## config.mk

```make
export PLATFORM = sky130hd
export DESIGN_NAME = mem_port_arbiter_flat
export DESIGN_NICKNAME = d
export VERILOG_FILES = /design/src/rtl/mem_port_arbiter_if.sv /design/src/rtl/mem_port_arbiter.sv /design/src/flat_wrapper.sv
export SDC_FILE = /design/constraint.sdc
export NUM_CORES = 1
export LEC_CHECK = 0
export CORE_MARGIN = 2
export CORE_UTILIZATION = 41
export CTS_CLUSTER_SIZE = 10
export DETAILED_ROUTE_END_ITERATION = 7
export GPL_ROUTABILITY_DRIVEN = 1
export PLACE_DENSITY = 0.88
export SYNTH_ARGS = -nofsm -noshare
export SYNTH_HDL_FRONTEND = slang
export SYNTH_SLANG_ARGS = --single-unit
```

## constraint.sdc

```tcl
create_clock -name clk -period 4 [get_ports clk]
set_clock_uncertainty 0.05 [all_clocks]
set_input_delay 0.8 -clock clk [delete_from_list [all_inputs] [get_ports clk]]
set_output_delay 0.8 -clock clk [all_outputs]
set_load 0.01 [all_outputs]
```

## src/rtl/mem_port_arbiter_if.sv

```systemverilog
// Requester/memory bundle for mem_port_arbiter.
//   req/we/addr/wdata : per-port request, slice i belongs to port i
//   gnt/rvalid        : registered per-port grant and read-data-valid
//   rdata             : read data broadcast to every port
//   mem_we/mem_addr/mem_wdata/mem_rdata : single-port memory side
interface mem_port_arbiter_if #(
    parameter int unsigned N_REQ      = 3,
    parameter int unsigned ADDR_WIDTH = 16,
    parameter int unsigned DATA_WIDTH = 8
);
    logic [N_REQ-1:0]            req;
    logic [N_REQ-1:0]            we;
    logic [N_REQ*ADDR_WIDTH-1:0] addr;
    logic [N_REQ*DATA_WIDTH-1:0] wdata;
    logic [N_REQ-1:0]            gnt;
    logic [N_REQ-1:0]            rvalid;
    logic [DATA_WIDTH-1:0]       rdata;
    logic                        mem_we;
    logic [ADDR_WIDTH-1:0]       mem_addr;
    logic [DATA_WIDTH-1:0]       mem_wdata;
    logic [DATA_WIDTH-1:0]       mem_rdata;

    // Arbiter side
    modport slave (
        input  req, we, addr, wdata, mem_rdata,
        output gnt, rvalid, rdata, mem_we, mem_addr, mem_wdata
    );

    // Requesters plus memory side
    modport master (
        output req, we, addr, wdata, mem_rdata,
        input  gnt, rvalid, rdata, mem_we, mem_addr, mem_wdata
    );
endinterface

```

## src/rtl/mem_port_arbiter.sv

```systemverilog
// Round-robin arbiter sharing one byte-wide synchronous memory among N_REQ
// requesters, with sticky burst grants capped at MAX_BURST beats while
// another port waits.
//   clk   : rising-edge clock
//   rst_n : synchronous active-low reset
//   bus   : mem_port_arbiter_if.slave (requests, grants, memory port)
module mem_port_arbiter #(
    parameter int unsigned N_REQ      = 3,
    parameter int unsigned ADDR_WIDTH = 16,
    parameter int unsigned DATA_WIDTH = 8,
    parameter int unsigned MAX_BURST  = 64
) (
    input  logic                clk,
    input  logic                rst_n,
    mem_port_arbiter_if.slave   bus
);
    localparam int unsigned IW = (N_REQ > 1) ? $clog2(N_REQ) : 1;
    localparam int unsigned CW = $clog2(MAX_BURST + 1);

    localparam logic [0:0] ST_IDLE  = 1'b0;
    localparam logic [0:0] ST_GRANT = 1'b1;

    localparam logic [CW-1:0] CNT_MAX  = CW'(MAX_BURST);
    localparam logic [CW-1:0] CNT_LAST = CW'(MAX_BURST - 1);

    logic [0:0]       state, state_n;
    logic [IW-1:0]    owner, owner_n;
    logic [IW-1:0]    rr_ptr, rr_ptr_n;
    logic [CW-1:0]    beat_cnt, beat_cnt_n;
    logic [N_REQ-1:0] gnt_q, gnt_n;
    logic [N_REQ-1:0] rvalid_q, rvalid_n;

    logic             beat;
    logic [N_REQ-1:0] others;
    logic [IW-1:0]    nxt_ptr;
    logic [IW-1:0]    win_rr;
    logic [IW-1:0]    win_nx;

    logic [ADDR_WIDTH-1:0] addr_a  [N_REQ];
    logic [DATA_WIDTH-1:0] wdata_a [N_REQ];

    // First requesting index at or above start, wrapping modulo N_REQ
    function automatic logic [IW-1:0] pick(input logic [N_REQ-1:0] r,
                                           input logic [IW-1:0]    start);
        logic [IW-1:0] w;
        logic [IW-1:0] idx;
        logic          found;
        w     = '0;
        found = 1'b0;
        for (int unsigned i = 0; i < N_REQ; i++) begin
            idx = IW'((32'(start) + i) % N_REQ);
            if (!found && r[idx]) begin
                w     = idx;
                found = 1'b1;
            end
        end
        return w;
    endfunction

    function automatic logic [N_REQ-1:0] onehot(input logic [IW-1:0] i);
        return N_REQ'(1) << i;
    endfunction

    // Per-port slices of the flat address/data buses
    for (genvar g = 0; g < N_REQ; g++) begin : g_slice
        assign addr_a[g]  = bus.addr[g*ADDR_WIDTH +: ADDR_WIDTH];
        assign wdata_a[g] = bus.wdata[g*DATA_WIDTH +: DATA_WIDTH];
    end

    assign beat    = |(gnt_q & bus.req);
    assign others  = bus.req & ~onehot(owner);
    assign nxt_ptr = (owner == IW'(N_REQ - 1)) ? '0 : owner + IW'(1);
    assign win_rr  = pick(bus.req, rr_ptr);
    // On release req[owner] is low, so searching the others covers both cases
    assign win_nx  = pick(others, nxt_ptr);

    // Memory port follows the owner only while a beat is in progress
    assign bus.mem_we    = beat & bus.we[owner];
    assign bus.mem_addr  = beat ? addr_a[owner]  : '0;
    assign bus.mem_wdata = beat ? wdata_a[owner] : '0;
    assign bus.rdata     = bus.mem_rdata;
    assign bus.gnt       = gnt_q;
    assign bus.rvalid    = rvalid_q;

    // State register
    always_ff @(posedge clk) begin
        if (!rst_n) begin
            state    <= ST_IDLE;
            owner    <= '0;
            rr_ptr   <= '0;
            beat_cnt <= '0;
            gnt_q    <= '0;
            rvalid_q <= '0;
        end else begin
            state    <= state_n;
            owner    <= owner_n;
            rr_ptr   <= rr_ptr_n;
            beat_cnt <= beat_cnt_n;
            gnt_q    <= gnt_n;
            rvalid_q <= rvalid_n;
        end
    end

    // Next-state: arbitration, release, preemption
    always_comb begin
        state_n    = state;
        owner_n    = owner;
        rr_ptr_n   = rr_ptr;
        beat_cnt_n = beat_cnt;
        gnt_n      = gnt_q;
        rvalid_n   = '0;

        if (beat && !bus.we[owner]) begin
            rvalid_n = onehot(owner);
        end

        case (state)
            ST_IDLE: begin
                if (|bus.req) begin
                    owner_n    = win_rr;
                    gnt_n      = onehot(win_rr);
                    beat_cnt_n = '0;
                    state_n    = ST_GRANT;
                end
            end
            ST_GRANT: begin
                if (!bus.req[owner]) begin
                    rr_ptr_n = nxt_ptr;
                    if (|bus.req) begin
                        owner_n    = win_nx;
                        gnt_n      = onehot(win_nx);
                        beat_cnt_n = '0;
                    end else begin
                        gnt_n   = '0;
                        state_n = ST_IDLE;
                    end
                end else if ((beat_cnt >= CNT_LAST) && (|others)) begin
                    // Burst cap reached with someone waiting: hand over
                    rr_ptr_n   = nxt_ptr;
                    owner_n    = win_nx;
                    gnt_n      = onehot(win_nx);
                    beat_cnt_n = '0;
                end else if (beat_cnt != CNT_MAX) begin
                    beat_cnt_n = beat_cnt + CW'(1);
                end
            end
            default: begin
                gnt_n   = '0;
                state_n = ST_IDLE;
            end
        endcase
    end
endmodule

```

## src/flat_wrapper.sv

```systemverilog
// flat-port wrapper written by rule: the top's interface ports become plain ports
module mem_port_arbiter_flat 
#(
    parameter int unsigned N_REQ      = 3,
    parameter int unsigned ADDR_WIDTH = 16,
    parameter int unsigned DATA_WIDTH = 8,
    parameter int unsigned MAX_BURST  = 64
)
  (clk, rst_n, bus_req, bus_we, bus_addr, bus_wdata, bus_mem_rdata, bus_gnt, bus_rvalid, bus_rdata, bus_mem_we, bus_mem_addr, bus_mem_wdata);
  mem_port_arbiter_if #(.N_REQ(N_REQ), .ADDR_WIDTH(ADDR_WIDTH), .DATA_WIDTH(DATA_WIDTH)) bus_i ();
  input  logic clk;
  input  logic rst_n;
  input wire logic [$bits(bus_i.req)-1:0] bus_req;
  input wire logic [$bits(bus_i.we)-1:0] bus_we;
  input wire logic [$bits(bus_i.addr)-1:0] bus_addr;
  input wire logic [$bits(bus_i.wdata)-1:0] bus_wdata;
  input wire logic [$bits(bus_i.mem_rdata)-1:0] bus_mem_rdata;
  output wire logic [$bits(bus_i.gnt)-1:0] bus_gnt;
  output wire logic [$bits(bus_i.rvalid)-1:0] bus_rvalid;
  output wire logic [$bits(bus_i.rdata)-1:0] bus_rdata;
  output wire logic [$bits(bus_i.mem_we)-1:0] bus_mem_we;
  output wire logic [$bits(bus_i.mem_addr)-1:0] bus_mem_addr;
  output wire logic [$bits(bus_i.mem_wdata)-1:0] bus_mem_wdata;
  assign bus_i.req = bus_req;
  assign bus_i.we = bus_we;
  assign bus_i.addr = bus_addr;
  assign bus_i.wdata = bus_wdata;
  assign bus_i.mem_rdata = bus_mem_rdata;
  assign bus_gnt = bus_i.gnt;
  assign bus_rvalid = bus_i.rvalid;
  assign bus_rdata = bus_i.rdata;
  assign bus_mem_we = bus_i.mem_we;
  assign bus_mem_addr = bus_i.mem_addr;
  assign bus_mem_wdata = bus_i.mem_wdata;
  mem_port_arbiter #(.N_REQ(N_REQ), .ADDR_WIDTH(ADDR_WIDTH), .DATA_WIDTH(DATA_WIDTH), .MAX_BURST(MAX_BURST)) u_core (.clk(clk), .rst_n(rst_n), .bus(bus_i));
endmodule
```

=== After elaboration in Yosys (flattened, before gate mapping) ===
Cells that the tools add are included.

* Register bits after elaboration: 18
* Latch bits: 0
* Memory bits (writable): 0
* ROM bits: 0
* Output and inout bits: 39
* Logic and storage cells: 116
* Memories: 0

* Add/sub/neg operators: 6
* Multipliers: 0
* Divide/modulo/power cells: 6
* $lt $le $gt $ge: 9
* Equal/unequal tests: 7
* Shift operators: 3
* Multiplexer cells: 55
* Bitwise logic cells: 6
* Reductions and logical operators: 18

{| class="wikitable"
|+ Operators by type and width
! kind !! number
|-
| 32-bit by 2-bit remainder unit with 32-bit output (second input constant) || 4
|-
| 2-bit by 2-bit remainder unit with 32-bit output (second input constant) || 2
|-
| 16-bit two-way mux || 3
|-
| 16-bit binary-select mux with 2-bit select || 1
|-
| 7-bit two-way mux || 4
|-
| 2-bit two-way mux || 13
|-
| 8-bit two-way mux || 3
|-
| 2-bit by 3-bit less-than comparator with 1-bit output (second input constant) || 7
|-
| 1-bit binary-select mux with 2-bit select || 8
|-
| 8-bit binary-select mux with 2-bit select || 1
|-
| 1-bit two-way mux || 14
|-
| 7-bit case mux with 2 select lines || 1
|-
| 3-bit two-way mux || 4
|-
| 3-bit OR reduction || 3
|-
| 1-bit by 2-bit << shifter with 3-bit output (first input constant) || 3
|-
| 7-bit by 1-bit adder with 7-bit output (second input constant) || 1
|-
| 7-bit by 6-bit >= comparator with 1-bit output (second input constant) || 1
|-
| 7-bit != test (second input constant) || 1
|-
| 2-bit by 1-bit adder with 3-bit output (second input constant) || 2
|-
| 2-bit by 2-bit adder with 3-bit output (second input constant) || 2
|-
| 3-bit bitwise AND || 2
|-
| 1-bit logical AND || 6
|-
| 3-bit != test (second input constant) || 2
|-
| 3-bit case mux with 2 select lines || 1
|-
| other kinds (15) || 21
|}

=== Longest topological paths before layout ===
* Depth in word-level cells: 16
* Gate-level depth with buffers: 9
* Mapped depth without buffers: 8

=== Worst setup path after synthesis ===
No wires, ideal clock.

* Path type: input to output
* Start: input port bus_req[0]
* End: output port bus_mem_addr[0]
* Arrival: 1.795 ns
* Data required time: 3.150 ns
* Path slack: 1.355 ns
* Stages: 5
* Path buffers: 3
* Path through: buf_2 a222oi_1 clkbuf_1 buf_2 nor2_1

* Longest elaborated chain between the ends: 3

{| class="wikitable"
|+ Ends and longest elaborated chain
! what !! line !! text
|-
| start: declaration || flat_wrapper.sv:13 || <nowiki>input wire logic [$bits(bus_i.req)-1:0] bus_req;</nowiki>
|-
| 3-bit bitwise AND || mem_port_arbiter.sv:70 || <nowiki>assign beat = |(gnt_q & bus.req);</nowiki>
|-
| 3-bit OR reduction || mem_port_arbiter.sv:70 ||
|-
| 16-bit two-way mux || mem_port_arbiter.sv:79 || <nowiki>assign bus.mem_addr = beat ? addr_a[owner] : '0;</nowiki>
|-
| end: declaration || flat_wrapper.sv:22 || <nowiki>output wire logic [$bits(bus_i.mem_addr)-1:0] bus_mem_addr;</nowiki>
|}

No other way between the ends.

=== Worst setup path in the final report ===
* Start: input port bus_req[0]
* End: output port bus_mem_addr[15]

The elaborated chain is that of the path after synthesis.

==> results.toml <==
[synthesis]
netlist_area_um2 = 2040
ys_seq_elements = 18
syn_inst = 283
synth_fp_nets = 377
yosys_warnings = 0
synth_ff_type = "dfxtp_1"
seq_area_frac_synth_pct = 17.7
synth_area_per_cell_um2 = 7.20
synth_enable_flop_cells = 0
synthArstFlopShare_pct = 0
yosysUniqueCellTypes = 61

[final_layout]
diodes = 0
fin_nets = 468
design_area_um2 = 3140
area_growth_pct = 54.0
final_cell_mix = "clkdlybuf4s50_1, nor2_1, mux2i_1, a21oi_1, dfxtp_1"
final_util_pct = 66.0
layout_commonest_cell = "clkdlybuf4s50_1"
drive_gt1_share_pct = 7.53

[routing]
drc = 0
drt_first_pass_iters = 4
dr_total_vias = 2379
viasPerCell = 5.42
drt_iter0_drc = 187
ant_nets = 0
drt_wl_total_um = 6380
wl_per_cell_um = 14.5

[sta]
fin_hold_ws_ns = 0.445
setup_tns_ns = 0
drv_slew = 0
rsz0062_at_grt = "no"
slew_headroom_pct = 30.4
hold_viol_final = 0
finalSetupViolations = 0
max_freq_mhz = 299
min_period_ns = 3.34
worst_pin_slew_ns = 1.04
fin_crit_sh_pct = 83.6

[global_route]
grt_pass1_wl_um = 10100
track_usage_pct = 22.8
grt_max_degree = 37
first_global_vias = 2196
antenna_found_initial = 0
grt.overflow.total = 0

[place]
place.port_buffers = 110
place_hpwl_um = 4910
gp_congestion = 0.839
place_area_um2 = 3100

[run_status]
run_status = "completed"

[cts]
numCtsBuffers = 3
postCtsSetupBuffers = 0
clk_latency_ns = 0.26
cts_repair_resize_count = 0
ctsHoldBuffers = 0
cts_max_level = 1
cts.sinks = 18
cts_buffer_depth = 2
clkTransAtPathRegs_ns = 0.07
root_buffer = "clkbuf_8"
cts_tree = "done"

[floorplan]
chipHeight_um = 74.5
start_util_pct = 42.9
io_pins = 127
die_x_um = 74.5
row_count = 25
dieArea_um2 = 5550
core_um2 = 4750

[min_path]
holdCritPathClass = "flip-flop to flip-flop"

[power]
power_mw = 0.850
ir_worst_vdd_uv = 156
power.leakage_nw = 1.14
power.density_nw_per_um2 = 271

[worst_setup_path]
path_class = "input pin to primary output"
critPathRequiredTime_ns = 3.15
worstPathArrival_ns = 2.49
cp_max_fo = 26
cp-start-kind = "input pin"
critical_path.endpoint_type = "primary output"

[run]
max-cap-violations = 0
## registers in the layout, summed over array words and instances (netlist names)
register           cells
u_core.bus.rvalid      3
u_core.state           1
u_core.owner           2
u_core.rr_ptr          2
u_core.beat_cnt        7
u_core.bus.gnt         3
## layer usage
layer / vias up / part of all wire [%] / routed length [um] / global-route usage (%)
met2: 96 / 52 / 3310 / 41.5
met3: 11 / 6.3 / 399 / 3.39
met1: 1100 / 40 / 2560 / 27.8
li1: 1172 / - / - / -
met4: 0 / 1.8 / 112 / 6.55
met5: - / 0 / 0 / 0
## final cells by class
cell class	count	area [um^2]
timing repair buffer	117	1150
multi-input combinational	225	1470
clock buffer	3	41.3
fill	394	1620
tap	67	83.8
sequential	18	362
inverter	9	33.8
## where the power goes
part / internal, mW / total, mW / switching, mW
Sequential: 0.192 / 0.204 / 0.0118
Combinational: 0.264 / 0.515 / 0.252
Clock: 0.0672 / 0.130 / 0.0629
Total: 0.523 / 0.850 / 0.326
## critical path, stage by stage
cell and delay (ns):
clkdlybuf4s50_1 0.42, a222oi_1 0.33, buf_4 0.34, nor2_1 0.11, clkdlybuf4s50_1 0.49
## synthesized netlist by cell type, drive strengths merged (3+ instances only)
cell type,instances,area [um^2]
nand3,3,20.0
o22ai,4,25.0
clkbuf,10,37.5
mux2i,33,334
nor2,64,240
a31oi,3,25.0
nand2,14,52.6
inv,9,33.8
nor2b,3,21.3
ha,6,75.1
nor3b,3,27.5
dfxtp,18,360
buf,21,141
a21oi,30,154
o21ai,13,65.1
nor3,5,30.0
nand2b,5,31.3
## per-stage QoR
stage	setup WS [ns]	instances
after CTS	0.665	439
after global routing	0.595	439
after global placement	0.680	436
after detailed placement	0.667	436
final	0.656	439
after floorplan	1.36	283
## cell families after synthesis
group           synth area share (%)
compound gates                  25.7
simple gates                    25.6
fa+ha+maj                       3.68
mux                             16.9
flops                           17.7
buf+inv                         10.4
## final timing paths
check | from | endpoint | slack, ns | depth (start not counted)
worst max-delay path | bus_req[0] | bus_mem_addr[15] | 0.66 | 5
worst min-delay path | u_core.bus.gnt[0] | u_core.bus.gnt[0] | 0.44 | 2
worst max register to register | u_core.owner[0] | u_core.bus.gnt[2] | 1.47 | 7
worst min register to register | u_core.bus.gnt[0] | u_core.bus.gnt[0] | 0.44 | 2
Power figures use the tool's default switching activity.
==> RTL edit 1 (config.mk and constraints unchanged) <==
`ADDR_WIDTH` is set to 16 in 3 places; all go to 17.
--- a/src/rtl/mem_port_arbiter_if.sv
+++ b/src/rtl/mem_port_arbiter_if.sv
@@ -6,5 +6,5 @@
 interface mem_port_arbiter_if #(
     parameter int unsigned N_REQ      = 3,
-    parameter int unsigned ADDR_WIDTH = 16,
+    parameter int unsigned ADDR_WIDTH = 17,
     parameter int unsigned DATA_WIDTH = 8
 );
--- a/src/rtl/mem_port_arbiter.sv
+++ b/src/rtl/mem_port_arbiter.sv
@@ -7,5 +7,5 @@
 module mem_port_arbiter #(
     parameter int unsigned N_REQ      = 3,
-    parameter int unsigned ADDR_WIDTH = 16,
+    parameter int unsigned ADDR_WIDTH = 17,
     parameter int unsigned DATA_WIDTH = 8,
     parameter int unsigned MAX_BURST  = 64
--- a/src/flat_wrapper.sv
+++ b/src/flat_wrapper.sv
@@ -3,5 +3,5 @@
 #(
     parameter int unsigned N_REQ      = 3,
-    parameter int unsigned ADDR_WIDTH = 16,
+    parameter int unsigned ADDR_WIDTH = 17,
     parameter int unsigned DATA_WIDTH = 8,
     parameter int unsigned MAX_BURST  = 64
Interface: changed (resized bus_addr and bus_mem_addr); port bits go from 127 to 131. The function was not compared with the original's and may differ.
==> RTL edit 1 against the unedited design <==
- sequential cell count is the same
- critical endpoint is now bus_mem_addr[10]
- highest routed layer unchanged
- cell area fell by 2.9%
- wire length grew 2.4%
- sequential share of layout area is 0.34 points higher
- fmax fell by 0.67%
- clock power up 16%
- via count down 0.63%
- global-route usage rose by 1.3 points
- power decreased by 6.8%
- hold slack improved by 0.034 ns
- non-clock buffer count up 3
- area after synthesis decreased by 5.6%
- setup slack worse by 0.022 ns
==> RTL edit 1: results (changes against the unedited design) <==
* Final nets at 455 (-2.8%)
* M2 GR Usage at 40.77% (-0.72 points)
* Reg-to-reg slack, setup at 1.29 ns (-0.18 ns)
* Total grt overflow at 0 (unchanged)
* Mux cell area share after synthesis at 16.91% (-0.038 points)
* Initial DRC Count at 188 (+0.53%)
* Worst Hold Margin at 0.4790 ns (+0.03437 ns)
* Gr usage total at 24.08% (+1.3 points)
* Slowest cell on crit path: clkdlybuf4s50_1
* I/O Buffers at 114 (+3.6%)
* Max frequency at 297.1 MHz (-0.67%)
* Largest net degree at the start of global routing at 38 (+2.7%)
* Status: completed
* WP data arrival at 2.52 ns (+0.03 ns)
* R2R cell count at 5 (-2)
* Syn_nets at 359 (-4.8%)
* Worst slew pin tran at 1.038 ns (-0.001864 ns)
* Hold Crit Class: flip-flop to flip-flop
* Synth warnings at 0 (unchanged)
* Met3 WL at 503 µm (+26%)
* Synth Area in Adders at 3.901% (+0.22 points)
* Routed wire per std cell at 15.98 µm (+9.9%)
* Reg2reg end: u_core.bus.gnt[0]$_SDFFE_PN0P_
* Layout cells sized above 1 at 5.322% (-2.2 points)
* DR vias at 2364 (-0.63%)
* Dpl ws at 0.6393 ns (-0.02753 ns)
* Post-synthesis sequential area ratio at 18.73% (+1.0 points)
* Via density at 5.780 (+6.7%)
* Worst Setup EP: bus_mem_addr[10]
* Metal1 wirelength at 2550 µm (-0.23%)
* Top area cells in the synthesized netlist: dfxtp_1 19%, mux2i_1 16%, nor2_1 11%
* Antenna fix cells at 0 (unchanged)
* NetSw at 0.0002800 W (-14%)
* Sink of the worst hold path: u_core.rr_ptr[0]$_SDFFE_PN0P_
* Worst IR Drop VDD at 0.1499 mV (-4.0%)
* Met1 usage at 31.18% (+3.4 points)
* Leak Pwr at 1.110 nW (-3.0%)
* Global Route met3 Usage at 4.583% (+1.2 points)
* Metal2 WL at 3287 µm (-0.75%)
* Cell Area, Placed at 0.002994 mm² (-3.4%)
* Synth unique cells at 52 (-15%)
* Avg Cell Area, Syn at 7.345 µm² (+2.0%)
* Inst Count DP at 405 (-7.1%)
* Gates resized, CTS repair at 0 (unchanged)
* Global-route wire length before repair at 10290 µm (+2.0%)
* Dpl hpwl at 4906 µm (-0.16%)
* Most frequent cells after synthesis: 57 x nor2_1, 34 x a21oi_1, 30 x mux2i_1
* Number of flip-flops in the largest register at 7 (unchanged)
* Vias in the first global route at 2206 (+0.46%)
* # fillers at 351 (-11%)
* Highest Signal Layer: met4
* Area fraction in compound gates after synthesis at 26.46% (+0.80 points)
* Worst-path fanout max at 27 (+3.8%)
* Clock-pin slew on the worst setup and hold paths at 0.07 ns (about the same)
* RR Startpoint: u_core.owner[1]$_SDFFE_PN0P_
* RD Place Congestion at 0.8797 (+4.9%)
* Hold path startpoint: u_core.rr_ptr[0]$_SDFFE_PN0P_
-- RTL edit 1: cell count changes after synthesis, sizes merged, moves of 3 or more --
cell / change
a21o: +4
a21oi: +4
a311oi: +3
buf: -4
nand2: -3
nand2b: -3
nand4: +3
nor2: -7
o21ai: -6
o22ai: -3
-- RTL edit 1: final cells by class --
type | count | area [µm²] | area share, %
Sequential cell | 18 | 361.6 | 11.86
Inverter | 7 | 26.28 | 0.8617
Multi-Input combinational cell | 208 | 1355 | 44.44
Timing Repair Buffer | 120 | 1186 | 38.90
Clock buffer | 4 | 55.05 | 1.806
Tap cell | 52 | 65.06 | 2.134
-- RTL edit 1: power groups by stage --
stage	registers [W]	logic [W]	clock network (W)
after floorplan	0.000204	0.000252	0
after global placement	0.000220	0.000414	0
after detailed placement	0.000220	0.000420	0
after CTS	0.000216	0.000424	0.000149
after global routing	0.000219	0.000463	0.000159
final	0.000216	0.000424	0.000151
==> RTL edit 2 (same flow settings) <==
Without the edit above. Make the reset (`rst_n`) asynchronous in one clocked block. Comments in the files are not updated.
--- a/src/rtl/mem_port_arbiter.sv
+++ b/src/rtl/mem_port_arbiter.sv
@@ -84,5 +84,5 @@
 
     // State register
-    always_ff @(posedge clk) begin
+    always_ff @(posedge clk or negedge rst_n) begin
         if (!rst_n) begin
             state    <= ST_IDLE;
Behaviour: differs if rst_n is asserted again (counterexample within 4 cycles, from zero or initial values and one cycle with rst_n low); with rst_n held inactive, the same outputs for 4 cycles.
==> RTL edit 2 against the unedited design <==
- area after synthesis decreased by 6.6%
- non-clock buffer count up 1
- utilization rose by 2.8 points
- setup slack lost 0.055 ns
- wire length down 4.1%
- sequential cell count unchanged
- largest cell class unchanged
- register-to-register slack worse by 0.12 ns
- die area down 6.3%
- cell area shrank 3.2%
- sequential share of layout area up 3.3 points
Power is not compared: it rests on default switching activity, and its combinational part moved more than twofold at a synthesized area within 25%.
==> RTL edit 2: results (changes against the unedited design) <==
* Syn_nets at 350 (-7.2%)
* Layout cells sized above 1 at 5.714% (-1.8 points)
* Fraction of registers with async set/reset at 100.0% (+100 points)
* Highest Signal Layer: met4
* Met3 WL at 328 µm (-18%)
* Gr usage total at 23.20% (+0.37 points)
* Hold Crit Class: flip-flop to flip-flop
* Initial antenna violation count at 0 (unchanged)
* WP data arrival at 2.55 ns (+0.06 ns)
* DR vias at 2198 (-7.6%)
* Dpl hpwl at 4804 µm (-2.3%)
* Pins Over Slew Limit at 0 (unchanged)
* Inst Count DP at 398 (-8.7%)
* DRT Wirelength at 6120 µm (-4.1%)
* Skew-Pair Late Insertion Delay at 0.25 ns
* Top area cells in the synthesized netlist: dfrtp_1 24%, mux2i_1 17%, nor2_1 11%
* Global-route wire length before repair at 9908 µm (-1.8%)
* Avg Cell Area, Syn at 7.434 µm² (+3.2%)
* Metal1 wirelength at 2515 µm (-1.6%)
* Post-route ant nets at 0 (unchanged)
* I/O Buffers at 110 (unchanged)
* Largest net degree at the start of global routing at 37 (unchanged)
* Status: completed
* Gates resized, CTS repair at 0 (unchanged)
* Via density at 5.468 (+0.90%)
* Clk. pwr at 0.000151 W
* Worst-path fanout max at 28 (+7.7%)
* PwrDens at 550.8 mW/mm²
* Number of flip-flops in the largest register at 7 (unchanged)
* Initial DRC Count at 149 (-20%)
* H-tree depth at 1 (unchanged)
* Dpl ws at 0.6062 ns (-0.06059 ns)
* Post-synthesis sequential area ratio at 23.67% (+6.0 points)
* Postcts setup bufs at 0 (unchanged)
* Mux cell area share after synthesis at 19.92% (+3.0 points)
* Primary FF master, synth: dfrtp_1
* Metal2 WL at 3171 µm (-4.3%)
* Most frequent cells after synthesis: 56 x nor2_1, 33 x mux2i_1, 30 x a21oi_1
* Max_cap viols at 0 (unchanged)
* Global Route met3 Usage at 3.333% (-0.054 points)
* Part of the power in registers at roughly 22%
* Synth warnings at 0 (unchanged)
* Vias in the first global route at 2108 (-4.0%)
* Synth Area in Adders at 3.945% (+0.26 points)
* Synth unique cells at 48 (-21%)
* Cell Area, Placed at 0.002983 mm² (-3.7%)
* DRT Pass-1 Iters at 4 (unchanged)
* Clock buffer depth at 2 (unchanged)
* Met1 usage at 30.57% (+2.8 points)
* Final nets at 445 (-4.9%)
* Worst slew pin tran at 0.9368 ns (-0.1032 ns)
* Worst IR Drop VDD at 0.3166 mV
* M2 GR Usage at 39.55% (-1.9 points)
* Area fraction in compound gates after synthesis at 19.79% (-5.9 points)
* RD Place Congestion at 0.8600 (+2.5%)
RTL edit 2: changes by cell type after synthesis, moves of 3 or more:
cell / delta
o21ai_1: -3
nand2_1: -3
nand3_1: +4
dfxtp_1: -18
nor2_1: -8
dfrtp_1: +18
nand2b_1: -3
buf_2: -3
RTL edit 2: path summary, 6_finish.rpt:
check | cells after the start | slack (ns) | from | to
worst max-delay path | 5 | 0.60 | bus_req[2] | bus_mem_addr[0]
worst min register to register | 1 | 0.51 | u_core.beat_cnt[2]$_DFFE_PN0P_ | u_core.beat_cnt[2]$_DFFE_PN0P_
worst max register to register | 6 | 1.35 | u_core.owner[1]$_DFFE_PN0P_ | u_core.bus.gnt[0]$_DFFE_PN0P_
min in group asynchronous | 1 | 0.97 | rst_n | u_core.beat_cnt[4]$_DFFE_PN0P_
max in group asynchronous | 1 | 2.37 | rst_n | u_core.owner[1]$_DFFE_PN0P_
worst min-delay path | 1 | 0.51 | u_core.beat_cnt[2]$_DFFE_PN0P_ | u_core.beat_cnt[2]$_DFFE_PN0P_
RTL edit 2: cells by family (layout without fill, tap and decap cells):
kind of cell	count (synthesis)	count (layout)
and+or+nand+nor	96	96
DFF	18	18
buffers and inverters	38	132
muxes	37	37
adders and majority gates	6	6
AOI/OAI and AO/OA	61	61
RTL edit 2: layout make-up:
type	count	area [µm²]
multi-input combinational	200	1267
sequential	18	451.7
timing repair buffer	118	1161
tap	52	65.06
fill	353	1376
inverter	10	37.54
clock buffer	4	55.05
RTL edit 2: critical path, stage by stage:
cell             delay [ns]
clkdlybuf4s50_1        0.47
a222oi_1               0.33
buf_4                  0.35
nor2_1                 0.09
clkdlybuf4s50_1        0.50
